### src/rtl/lsu_dm_master_if.sv
// Core request/response channel and word-organised data-memory port of the
// load/store initiator, bundled so that the LSU and its environment share one definition.
interface lsu_dm_master_if #(
  parameter int ADDR_W = 16,
  parameter int XLEN   = 32
) ();
  logic              req_valid;
  logic              req_ready;
  logic              req_we;
  logic [2:0]        req_funct3;
  logic [XLEN-1:0]   req_addr;
  logic [XLEN-1:0]   req_wdata;
  logic              resp_valid;
  logic [XLEN-1:0]   resp_rdata;
  logic              resp_err;
  logic              dm_we;
  logic [ADDR_W-1:0] dm_addr;
  logic [XLEN-1:0]   dm_wd;
  logic [XLEN-1:0]   dm_rd;

  modport master (
    input  req_valid, req_we, req_funct3, req_addr, req_wdata, dm_rd,
    output req_ready, resp_valid, resp_rdata, resp_err, dm_we, dm_addr, dm_wd
  );

  modport slave (
    output req_valid, req_we, req_funct3, req_addr, req_wdata, dm_rd,
    input  req_ready, resp_valid, resp_rdata, resp_err, dm_we, dm_addr, dm_wd
  );
endinterface

### src/rtl/lsu_dm_master.sv
// rv32i load/store initiator: one request at a time, with sub-word stores
// done as read-modify-write on the word-only data memory.
module lsu_dm_master #(
  parameter int ADDR_W = 16,
  parameter int XLEN   = 32
) (
  input  logic             clk,
  input  logic             rst_n,
  lsu_dm_master_if.master  bus
);

  typedef enum logic [1:0] {IDLE, RD, WR, RESP} state_t;

  state_t      state;
  logic        store_q;
  logic [2:0]  f3_q;
  logic [1:0]  off_q;
  logic [15:0] wdata_q;

  function automatic logic req_is_err(input logic we, input logic [2:0] f3,
                                      input logic [XLEN-1:0] a);
    logic e;
    e = (a >> (ADDR_W + 2)) != '0;
    case (f3)
      3'b000:  e = e;
      3'b001:  e = e | a[0];
      3'b010:  e = e | (a[1:0] != 2'b00);
      3'b100:  e = e | we;
      3'b101:  e = e | we | a[0];
      default: e = 1'b1;
    endcase
    return e;
  endfunction

  function automatic logic [XLEN-1:0] lane_extract(input logic [XLEN-1:0] rd,
                                                   input logic [2:0] f3,
                                                   input logic [1:0] off);
    logic [7:0]      b;
    logic [15:0]     h;
    logic [XLEN-1:0] r;
    b = rd[{off, 3'b000} +: 8];
    h = rd[{off[1], 4'b0000} +: 16];
    case (f3)
      3'b000:  r = {{(XLEN-8){b[7]}}, b};
      3'b001:  r = {{(XLEN-16){h[15]}}, h};
      3'b100:  r = {{(XLEN-8){1'b0}}, b};
      3'b101:  r = {{(XLEN-16){1'b0}}, h};
      default: r = rd;
    endcase
    return r;
  endfunction

  function automatic logic [XLEN-1:0] lane_merge(input logic [XLEN-1:0] rd,
                                                 input logic [15:0] wd,
                                                 input logic [2:0] f3,
                                                 input logic [1:0] off);
    logic [XLEN-1:0] m;
    m = rd;
    if (f3 == 3'b000) m[{off, 3'b000} +: 8]    = wd[7:0];
    else              m[{off[1], 4'b0000} +: 16] = wd;
    return m;
  endfunction

  always_ff @(posedge clk or negedge rst_n) begin
    if (!rst_n) begin
      state           <= IDLE;
      store_q         <= 1'b0;
      f3_q            <= 3'b000;
      off_q           <= 2'b00;
      wdata_q         <= '0;
      bus.req_ready   <= 1'b1;
      bus.resp_valid  <= 1'b0;
      bus.resp_err    <= 1'b0;
      bus.resp_rdata  <= '0;
      bus.dm_we       <= 1'b0;
      bus.dm_addr     <= '0;
      bus.dm_wd       <= '0;
    end else begin
      bus.dm_we      <= 1'b0;
      bus.resp_valid <= 1'b0;
      case (state)
        IDLE: begin
          if (bus.req_valid) begin
            store_q       <= bus.req_we;
            f3_q          <= bus.req_funct3;
            off_q         <= bus.req_addr[1:0];
            wdata_q       <= bus.req_wdata[15:0];
            bus.req_ready <= 1'b0;
            if (req_is_err(bus.req_we, bus.req_funct3, bus.req_addr)) begin
              // Rejected requests never touch DM; dm_addr keeps its old value.
              state          <= RESP;
              bus.resp_valid <= 1'b1;
              bus.resp_err   <= 1'b1;
              bus.resp_rdata <= '0;
            end else begin
              bus.dm_addr <= bus.req_addr[ADDR_W+1:2];
              if (bus.req_we && bus.req_funct3 == 3'b010) begin
                state      <= WR;
                bus.dm_we  <= 1'b1;
                bus.dm_wd  <= bus.req_wdata;
              end else begin
                state <= RD;
              end
            end
          end
        end
        RD: begin
          if (store_q) begin
            // dm_wd doubles as the merge register for the read-modify-write.
            state     <= WR;
            bus.dm_we <= 1'b1;
            bus.dm_wd <= lane_merge(bus.dm_rd, wdata_q, f3_q, off_q);
          end else begin
            state          <= RESP;
            bus.resp_valid <= 1'b1;
            bus.resp_err   <= 1'b0;
            bus.resp_rdata <= lane_extract(bus.dm_rd, f3_q, off_q);
          end
        end
        WR: begin
          state          <= RESP;
          bus.resp_valid <= 1'b1;
          bus.resp_err   <= 1'b0;
          bus.resp_rdata <= '0;
        end
        default: begin
          state          <= IDLE;
          bus.req_ready  <= 1'b1;
          bus.resp_err   <= 1'b0;
          bus.resp_rdata <= '0;
        end
      endcase
    end
  end

endmodule
### src/flat_wrapper.sv
// flat-port wrapper written by rule: the top's interface ports become plain ports
module lsu_dm_master_flat 
#(
  parameter int ADDR_W = 16,
  parameter int XLEN   = 32
)
  (clk, rst_n, bus_req_valid, bus_req_we, bus_req_funct3, bus_req_addr, bus_req_wdata, bus_dm_rd, bus_req_ready, bus_resp_valid, bus_resp_rdata, bus_resp_err, bus_dm_we, bus_dm_addr, bus_dm_wd);
  lsu_dm_master_if #(.ADDR_W(ADDR_W), .XLEN(XLEN)) bus_i ();
  input  logic clk;
  input  logic rst_n;
  input wire logic [$bits(bus_i.req_valid)-1:0] bus_req_valid;
  input wire logic [$bits(bus_i.req_we)-1:0] bus_req_we;
  input wire logic [$bits(bus_i.req_funct3)-1:0] bus_req_funct3;
  input wire logic [$bits(bus_i.req_addr)-1:0] bus_req_addr;
  input wire logic [$bits(bus_i.req_wdata)-1:0] bus_req_wdata;
  input wire logic [$bits(bus_i.dm_rd)-1:0] bus_dm_rd;
  output wire logic [$bits(bus_i.req_ready)-1:0] bus_req_ready;
  output wire logic [$bits(bus_i.resp_valid)-1:0] bus_resp_valid;
  output wire logic [$bits(bus_i.resp_rdata)-1:0] bus_resp_rdata;
  output wire logic [$bits(bus_i.resp_err)-1:0] bus_resp_err;
  output wire logic [$bits(bus_i.dm_we)-1:0] bus_dm_we;
  output wire logic [$bits(bus_i.dm_addr)-1:0] bus_dm_addr;
  output wire logic [$bits(bus_i.dm_wd)-1:0] bus_dm_wd;
  assign bus_i.req_valid = bus_req_valid;
  assign bus_i.req_we = bus_req_we;
  assign bus_i.req_funct3 = bus_req_funct3;
  assign bus_i.req_addr = bus_req_addr;
  assign bus_i.req_wdata = bus_req_wdata;
  assign bus_i.dm_rd = bus_dm_rd;
  assign bus_req_ready = bus_i.req_ready;
  assign bus_resp_valid = bus_i.resp_valid;
  assign bus_resp_rdata = bus_i.resp_rdata;
  assign bus_resp_err = bus_i.resp_err;
  assign bus_dm_we = bus_i.dm_we;
  assign bus_dm_addr = bus_i.dm_addr;
  assign bus_dm_wd = bus_i.dm_wd;
  lsu_dm_master #(.ADDR_W(ADDR_W), .XLEN(XLEN)) u_core (.clk(clk), .rst_n(rst_n), .bus(bus_i));
endmodule
### config.mk
export PLATFORM = sky130hd
export DESIGN_NAME = lsu_dm_master_flat
export DESIGN_NICKNAME = d
export VERILOG_FILES = /design/src/rtl/lsu_dm_master_if.sv /design/src/rtl/lsu_dm_master.sv /design/src/flat_wrapper.sv
export SDC_FILE = /design/constraint.sdc
export NUM_CORES = 1
export LEC_CHECK = 0
export CORE_ASPECT_RATIO = 2
export CORE_UTILIZATION = 45
export DETAILED_ROUTE_END_ITERATION = 12
export DONT_BUFFER_PORTS = 1
export GPL_TIMING_DRIVEN = 0
export PLACE_DENSITY = 0.67
export SLEW_MARGIN = 15
export SYNTH_ARGS = -nofsm -noshare
export SYNTH_HDL_FRONTEND = slang
export SYNTH_SLANG_ARGS = --single-unit
### constraint.sdc
create_clock -name clk -period 2.03 [get_ports clk]
set_input_delay 0.5075 -clock clk [delete_from_list [all_inputs] [get_ports clk]]
set_output_delay 0.5075 -clock clk [all_outputs]
set_load 0.05 [all_outputs]
==> impl_results.md, run 1 <==
- Placed Area: ~6300 um^2
- Placed cells: 704
- Syn Area/Cell: around 11 um^2
- Root Buffer: clkbuf_16
- Gate Count Post-Synth: between 500 and 600
- Final GP Congestion: approximately 0.9
- Initial Util: a little under half
- Share of layout cells above drive strength 1: between 30% and 40%
- Clk slew on worst S/H paths: approximately 0.080 ns
- Fin crit period: between 2 and 2.5 ns
- CP Class: reg2reg
- Levels on crit path: 10
- Async set or reset register ratio after synthesis: 100%
- Outcome: finished, violations left
- Ys flop type: dfrtp_1
- Vias/cell: ~6.4
- Drt first pass iters: 5
- Routed WL: about 20,000 um
- Layout Skew: ~0.0085 ns
- Worst slew pin tran: approximately 0.6 ns
- TNS Setup: -0.878 ns
- Die Height: about 160 um
- Max_cap viols: 0
- WL per Instance: 26.1 um
- DR vias: 4,947
- CP Cell Sequence: buf_8 > inv_8 > ha_4 > nor4bb_4 > buf_6 > buf_6 > a21oi_4 > a211oi_4 > a21o_1 > mux2_4
- Peak supply drop: between 1000 and 1500 uV
- Hpwl dp: 14,500 um
- Crit-path most repeated cell: buf_6
- Share of total power in the clock network: 12.2%
- CTS Sinks: 108
- Clock latency on the worst-skew pair: about 0.36 ns
- Vias in the first global route: around 5,200
- Sequential share of power: between 40% and 50%
- Mapped Area: between 5000 and 6000 um^2
- Critical path arrival: 2.43 ns
- Synthesis-stage register bit count: about 110
- Failing checks: negative hold slack, negative setup slack
- Pin count of the biggest net entering global routing: between 100 and 150
- Die Wd: 83.5 um
- Critical Path Max Stage Delay: 0.44 ns
- Worst Reg-to-Reg Cells: 10
- CP delay by family, top: buffers and inverters
- Total global-route track usage: around 29%
- Fin area: about 7400 um^2
- Post-route total power: roughly 14 mW
- Yosys top cell area share: 44.8%
- Final Hold Fails: about 110
- Yosys top cell by area: dfrtp_1
- Most frequent cells after synthesis: 107 x dfrtp_1, 39 x a211oi_1, 36 x a21oi_1, 34 x nor2b_1, 33 x nand2_1
- Cell Pwr Density: 1950 nW/um^2
- Final Cycle Share: 105%
- Number of port buffers: 0
- Initial antenna violation count: 0
- CP Buf/Inv Count: 4
- CTS HTree Levels: 3
- Row count: slightly below 60
- First-pass GRT wire length: 29,500 um
- Core area: between 10,000 and 15,000 um^2
- Max Fanout on Critical Path: 8
- Seq/Total Area, Yosys: around 45%
- Switching share of total power: between 50% and 60%
- Synth area leaders: dfrtp_1 45%, mux2_2 5.5%, a211oi_1 4.9%
- Final Net Count: about 720
- NetSw: approximately 7.3 mW
- WHS: -0.166 ns
- P_int: a little over 7 mW
- IO Pins: about 190
- RSZ-0062 raised after global routing: true
- CTS tree: yes
- Crit path required time: 2.33 ns
- Yosys Warn Count: 0
- CP endpoint kind: register
- Layout Cells excl Fill: ~770
- Final Max Tran Viols: 0
- Setup WS post-layout: -0.0954 ns
- Count leader, synth: dfrtp_1
- Clock Path Buffers: 2
- DRC viols: 0
- Antenna-violating nets left: 0
- Setup-failing EPs final: 17
- Syn_nets: 664
- Max Clk Rate: approximately 470 MHz
- EDFF count, synth: 0
- Crit start category: register
- Final Util: between 50% and 60%
- Gate power share: approximately 45%
- Unique masters post-synth: between 50 and 60
- GRT overflow: 0
- Initial DRC Count: 444
- Slowest-stage cell, CP: dfrtp_2
- # diodes: 0
- DIE AREA: ~14,000 um^2
- Max-slew headroom: 59.3%
- Static Leak: ~3.3 nW
- Hold Path Class: in2async
- Area growth, synth to finish: 23.9%
- Cts bufs inserted: 9
-- final timing paths --
kind | to | start | slack (ns)
min in group clk | u_core.bus.dm_addr[2] | bus_req_addr[4] | 0.28
max reg2reg | u_core.bus.dm_wd[25] | u_core.off_q[1] | -0.1
min | u_core.bus.dm_addr[8] | rst_n | -0.17
min reg2reg | u_core.wdata_q[13] | u_core.wdata_q[13] | 0.54
max | u_core.bus.dm_wd[25] | u_core.off_q[1] | -0.1
max in group asynchronous | u_core.bus.req_ready | rst_n | 2.01
-- state kept, by name, indices dropped and copies added, names as in the netlist, 2 cells and up --
name and count:
u_core.bus.resp_rdata 32, u_core.wdata_q 16, u_core.bus.dm_addr 16, u_core.bus.dm_wd 32
u_core.state 2, u_core.off_q 2, u_core.f3_q 3
-- layer usage --
layer	share of wire (%)	vias up	global-route usage (%)
li1	-	2169	-
met1	34	2448	29.1
met2	54	247	52.2
met3	5.7	83	5.95
met4	7.1	0	19.1
met5	0	-	0
-- repair_timing --
| action | CTS | global route |
|---|---|---|
| gates resized for setup | 67 | 45 |
| setup buffers | 28 | 22 |
| hold endpoints to repair | 108 | 108 |
| endpoints found under the setup margin | 86 | 66 |
| pin swaps | 13 | 19 |
| cloned | 1 | 1 |
-- power by group through the flow --
| stage | Sequential (mW) | Combinational, mW | Clock, mW |
|---|---|---|---|
| finish | 6.20 | 6.45 | 1.75 |
| global route | 6.30 | 6.86 | 1.85 |
| CTS | 6.17 | 5.78 | 1.78 |
| detailed placement | 6.21 | 4.75 | 0 |
| global placement | 6.17 | 4.62 | 0 |
| floorplan | 5.86 | 3.69 | 0 |
-- per-stage QoR --
stage / hold WS [ns] / setup WS (ns)
after floorplan: 0.212 / -0.0466
after global placement: 0.214 / -0.607
after detailed placement: 0.214 / -0.686
after CTS: -0.172 / -0.119
after global routing: -0.173 / -0.134
final: -0.166 / -0.0954
-- cell usage in the layout (no fill, tap or decap), types with 7 or more instances in the layout --
master and count:
o21ai_1 18, buf_6 7, o21ai_0 12, o31ai_1 9, a211oi_1 28, mux2_2 29, dfrtp_1 102, buf_4 47
mux2_4 24, a211oi_2 10, mux2i_1 16, mux2_1 8, nand2_1 33, inv_1 19, a21o_1 24, a222oi_1 16
clkbuf_16 9, clkbuf_1 10, clkbuf_2 10, a21oi_1 30, nor2_1 7, nor2b_1 34
-- kinds of logic (layout without fill, tap and decap cells) --
kind of cell,after synthesis,count (layout),synth area share [%]
simple gates,101,101,10.2
flops,108,108,45.3
compound gates,189,189,22.3
fa+ha+maj,9,9,1.89
buf+inv,66,129,4.74
mux,79,79,15.6
-- cell type report --
cell class                      instances  area [um^2]
Buffer                                 37          264
Multi-Input combinational cell        378         3370
Sequential cell                       108         2710
Clock buffer                           11          253
Fill cell                            1140         5590
Clock inverter                          5         43.8
Inverter                               25          104
Tap cell                              152          190
Timing Repair Buffer                   51          462
(Power assumes the default switching activity.)
==> run 2: changes to the inputs <==
- CAP_MARGIN: default -> 0
==> results of run 2 <==
The final DEF is identical to that of run 1; final timing and power are the same.
